### src/rtl/wb_regfile_pkg.sv
// Shared widths and read-port source selection for the write-back register file.
package wb_regfile_pkg;

    localparam int REG_BUS_W    = 32;
    localparam int REG_ADDR_W   = 5;
    localparam int REG_NUM      = 32;
    localparam int REG_NUM_LOG2 = 5;

    typedef enum logic [1:0] {
        RD_ZERO   = 2'd0,
        RD_BYPASS = 2'd1,
        RD_ARRAY  = 2'd2
    } rd_sel_t;

    // Read priority: reset, disabled port, $0, same-cycle WB write, stored value.
    function automatic rd_sel_t rd_select(
        input logic rst,
        input logic re,
        input logic addr_is_zero,
        input logic wb_hit
    );
        if (rst || !re || addr_is_zero) begin
            return RD_ZERO;
        end
        if (wb_hit) begin
            return RD_BYPASS;
        end
        return RD_ARRAY;
    endfunction

endpackage

### src/rtl/wb_regfile_hilo_reg.sv
// HI/LO storage with a write-through bypass so EX sees a retiring HI/LO write
// in the same cycle.
module wb_regfile_hilo_reg
    import wb_regfile_pkg::*;
#(
    parameter int DATA_W = REG_BUS_W
) (
    input  logic              clk,
    input  logic              rst,
    input  logic              we_i,
    input  logic [DATA_W-1:0] hi_i,
    input  logic [DATA_W-1:0] lo_i,
    output logic [DATA_W-1:0] hi_o,
    output logic [DATA_W-1:0] lo_o
);

    logic [DATA_W-1:0] hi_q;
    logic [DATA_W-1:0] lo_q;

    always_ff @(posedge clk) begin
        if (rst) begin
            hi_q <= '0;
            lo_q <= '0;
        end else if (we_i) begin
            hi_q <= hi_i;
            lo_q <= lo_i;
        end
    end

    always_comb begin
        hi_o = hi_q;
        lo_o = lo_q;
        if (rst) begin
            hi_o = '0;
            lo_o = '0;
        end else if (we_i) begin
            hi_o = hi_i;
            lo_o = lo_i;
        end
    end

endmodule

### src/rtl/wb_regfile.sv
// Write-back sink: 32x32 GPR array with two bypassed read ports, HI/LO pair,
// and a count of committed non-$0 GPR writes.
module wb_regfile
    import wb_regfile_pkg::*;
#(
    parameter int DATA_W = REG_BUS_W,
    parameter int ADDR_W = REG_ADDR_W,
    parameter int NREGS  = REG_NUM
) (
    input  logic              clk,
    input  logic              rst,
    input  logic [ADDR_W-1:0] wb_wd,
    input  logic              wb_wreg,
    input  logic [DATA_W-1:0] wb_wdata,
    input  logic              wb_whilo,
    input  logic [DATA_W-1:0] wb_hi,
    input  logic [DATA_W-1:0] wb_lo,
    input  logic              re1,
    input  logic [ADDR_W-1:0] raddr1,
    output logic [DATA_W-1:0] rdata1,
    input  logic              re2,
    input  logic [ADDR_W-1:0] raddr2,
    output logic [DATA_W-1:0] rdata2,
    output logic [DATA_W-1:0] hi_o,
    output logic [DATA_W-1:0] lo_o,
    output logic [31:0]       wr_count
);

    // Entry 0 is only ever reset, so synthesis folds it to a constant.
    logic [DATA_W-1:0] gpr_q [NREGS];
    logic [31:0]       wr_count_q;
    logic [31:0]       wr_count_d;
    logic              gpr_we;
    rd_sel_t           sel1;
    rd_sel_t           sel2;

    assign gpr_we     = wb_wreg && (wb_wd != '0);
    assign wr_count_d = wr_count_q + 32'd1;
    assign wr_count   = wr_count_q;

    always_ff @(posedge clk) begin
        if (rst) begin
            for (int i = 0; i < NREGS; i++) begin
                gpr_q[i] <= '0;
            end
            wr_count_q <= '0;
        end else if (gpr_we) begin
            gpr_q[wb_wd] <= wb_wdata;
            wr_count_q   <= wr_count_d;
        end
    end

    assign sel1 = rd_select(rst, re1, raddr1 == '0, wb_wreg && (raddr1 == wb_wd));
    assign sel2 = rd_select(rst, re2, raddr2 == '0, wb_wreg && (raddr2 == wb_wd));

    always_comb begin
        rdata1 = '0;
        case (sel1)
            RD_BYPASS: rdata1 = wb_wdata;
            RD_ARRAY:  rdata1 = gpr_q[raddr1];
            default:   rdata1 = '0;
        endcase
    end

    always_comb begin
        rdata2 = '0;
        case (sel2)
            RD_BYPASS: rdata2 = wb_wdata;
            RD_ARRAY:  rdata2 = gpr_q[raddr2];
            default:   rdata2 = '0;
        endcase
    end

    wb_regfile_hilo_reg #(
        .DATA_W(DATA_W)
    ) u_hilo (
        .clk (clk),
        .rst (rst),
        .we_i(wb_whilo),
        .hi_i(wb_hi),
        .lo_i(wb_lo),
        .hi_o(hi_o),
        .lo_o(lo_o)
    );

endmodule

### config.mk
export PLATFORM = sky130hd
export DESIGN_NAME = wb_regfile
export DESIGN_NICKNAME = d
export VERILOG_FILES = /design/src/rtl/wb_regfile_pkg.sv /design/src/rtl/wb_regfile_hilo_reg.sv /design/src/rtl/wb_regfile.sv
export SDC_FILE = /design/constraint.sdc
export NUM_CORES = 2
export LEC_CHECK = 0
export CAP_MARGIN = 30
export CORE_MARGIN = 2
export CORE_UTILIZATION = 28
export CTS_CLUSTER_DIAMETER = 60
export DETAILED_ROUTE_END_ITERATION = 6
export SETUP_SLACK_MARGIN = 0.05
export SYNTH_ARGS = -nofsm -noshare
export SYNTH_HDL_FRONTEND = slang
export SYNTH_SLANG_ARGS = --single-unit
### constraint.sdc
create_clock -name clk -period 5.53 [get_ports clk]
set_clock_uncertainty 0.05 [all_clocks]
set_input_delay 1.106 -clock clk [delete_from_list [all_inputs] [get_ports clk]]
set_output_delay 1.106 -clock clk [all_outputs]
set_load 0.05 [all_outputs]
==> flow_metrics.env <==
export IMPL_endpoint_kind="output pin"
export IMPL_rsz0062_at_grt="false"
export IMPL_design_area_mm2=0.0717
export IMPL_ys_types=60
export IMPL_fmax_mhz=194
export IMPL_power_density_mw_per_mm2=308
export IMPL_grt_max_degree=95
export IMPL_vias=38400
export IMPL_hold_class="reg -> reg"
export IMPL_setup_tns_ps=0
export IMPL_netlist_area_leader_share=0.523
export IMPL_synthArstFlopShare=0
export IMPL_postCtsSetupBuffers=0
export IMPL_ir_worst_vdd_mv=0.259
export IMPL_synth_top_family_by_area="multiplexers"
export IMPL_synth_edf_count=1024
export IMPL_hold_violations=0
export IMPL_final_layout_size_suffix_gt1_frac=0.295
export IMPL_ys_seq_elements=1120
export IMPL_initial_core_util=0.281
export IMPL_cts_resized=0
export IMPL_grt_overflow=0
export IMPL_grt_util_all_layers=0.208
export IMPL_whs_ps=455
export IMPL_yosysMostFrequentCell="edfxtp_1"
export IMPL_synth_flop_cell="edfxtp_1"
export IMPL_yosysSeqAreaShare=0.556
export IMPL_die_h_um=462
export IMPL_max_slew_margin=0.270
export IMPL_fin_nets=4269
export IMPL_route_detailed_drc=3
export IMPL_routedWlPerCell_um=31.6
export IMPL_synth_area_leaders="edfxtp_1 52%, mux4_2 22%, and2_1 11%"
export IMPL_die_x_um=462
export IMPL_cap_violations=0
export IMPL_synth_xor_area_frac=0.00447
export IMPL_portBuffers=276
export IMPL_drt_iter0_drc=5066
export IMPL_dieArea_mm2=0.214
export IMPL_arrival_ps=4010
export IMPL_routabilityCongestion=0.865
export IMPL_cts_root_buf="clkbuf_16"
export IMPL_synth_simple_area_share=0.131
export IMPL_syn_inst=3867
export IMPL_synth_area_mux_share=0.251
export IMPL_areaGrowthSynthToFinish_pct=22.1
export IMPL_p_leak_nw=24.2
export IMPL_setup_worst_path_class="in -> out"
export IMPL_grt_pass1_vias=39100
export IMPL_cts_sinks=1120
export IMPL_violations="design-rule violations"
export IMPL_synth_common_cells="1024 x edfxtp_1, 996 x and2_1, 564 x mux4_2, 277 x clkbuf_1, 173 x nor2_1"
export IMPL_min_period_ps=5170
export IMPL_syn_area_mm2=0.0588
export IMPL_hold_path_depth=2
export IMPL_dr_pass1_iters=7
export IMPL_cp_start_kind="input pin"
export IMPL_dpl_hpwl_mm=141
export IMPL_ys_warn_count=0
export IMPL_core_area_mm2=0.209
export IMPL_crit_required_ps=4370
export IMPL_hold_buffers=0
export IMPL_htreeDepth=4
export IMPL_outcome="complete, but fails checks"
export IMPL_antenna_found_initial=30
export IMPL_clk_pin_slew_ps=50
export IMPL_ios=277
export IMPL_ctsLongestPathBuffers=3
export IMPL_clk_latency_ps=790
export IMPL_tritoncts="built"
export IMPL_wl_mm=224
export IMPL_avgSynthCellArea_um2=15.2
export IMPL_vias_per_cell=5.43
export IMPL_reg2regPathDepth=5
export IMPL_slew_violations=0
export IMPL_synth_adder_area_share=0.000213
export IMPL_rows=168
export IMPL_place_area_mm2=0.0672
export IMPL_yosysTopAreaCell="edfxtp_1"
export IMPL_critPathMaxFanout=14
export IMPL_synth_compound_area_frac=0.0254
export IMPL_setup_violations=0
export IMPL_tightest_slew_ps=1090
export IMPL_post_route_util=0.343
export IMPL_cts_buffers=138
export IMPL_grt_pass1_wl_mm=310
export IMPL_fin_crit_sh=0.934
export IMPL_antenna_left=0
flip-flops by register name, summed over array words and instances (netlist names):
register	flops
u_hilo.lo_q	32
gpr_q	1024
u_hilo.hi_q	32
wr_count	32
logic make-up (layout without fill, tap and decap cells):
group,after synthesis,count (layout)
simple gates,1325,1325
fa+ha+maj,1,1
other cells,1,43
compound gates,217,217
xor+xnor,30,30
mux,758,758
flops,1120,1120
buf+inv,415,776
metrics by stage:
step                      power, mW  std cells  setup slack, ps
after floorplan                11.7       3898              413
after global placement         13.0       6802              441
after detailed placement       13.1       6815              440
after CTS                      22.2       7063              405
after global routing           22.6       7071              424
final                          22.1       7075              362
critical path, cell delays in order:
cell and delay [ps]:
clkdlybuf4s50_1 690, buf_4 240, xor2_1 150, nor4_1 80
nand3_1 110, nand2_2 510, buf_4 420, o31ai_1 500
buf_12 210
cell type report:
cell class                      count  area, um2
Timing Repair Buffer              518       6030
Tap cell                         2805       3510
Clock buffer                      165       3630
Antenna cell                       11       27.5
Clock inverter                     83        886
Inverter                           10       40.0
Multi-Input combinational cell   2363      25000
Sequential cell                  1120      32700
Fill cell                       19900     137000
final timing paths:
path | slack (ps) | end | start
max | 360 | rdata2[13] | wb_wd[2]
min | 460 | u_hilo.hi_q[9]$_DFF_P_ | u_hilo.hi_q[9]$_DFF_P_
max reg2reg | 3020 | wr_count[31]$_SDFFE_PP0N_ | wr_count[4]$_SDFFE_PP0N_
min reg2reg | 460 | u_hilo.hi_q[9]$_DFF_P_ | u_hilo.hi_q[9]$_DFF_P_
cell usage in the layout (no fill, tap or decap), types with 46 or more instances in the layout:
master and n:
clkbuf_16 141, mux2_2 96, mux2i_1 97, mux4_2 564, buf_4 179, nand2_1 64
nor2_1 146, buf_12 117, dfxtp_1 96, o31ai_1 47, o22ai_1 46, and2_1 996
clkdlybuf4s50_1 199, edfxtp_1 1024
where the power goes:
group          internal [mW]  switching [mW]  leakage (nW)
logic                   1.31            1.71          11.5
registers               9.69           0.222          10.5
clock network           5.22            3.92          2.19
routing by layer:
layer,track usage,vias up,share of wire
met5,0.00452,-,0.00084
met4,0.116,12,0.060
met3,0.0528,571,0.11
met2,0.335,2471,0.47
met1,0.253,20000,0.36
li1,-,15400,-
Power figures use the tool's default switching activity.
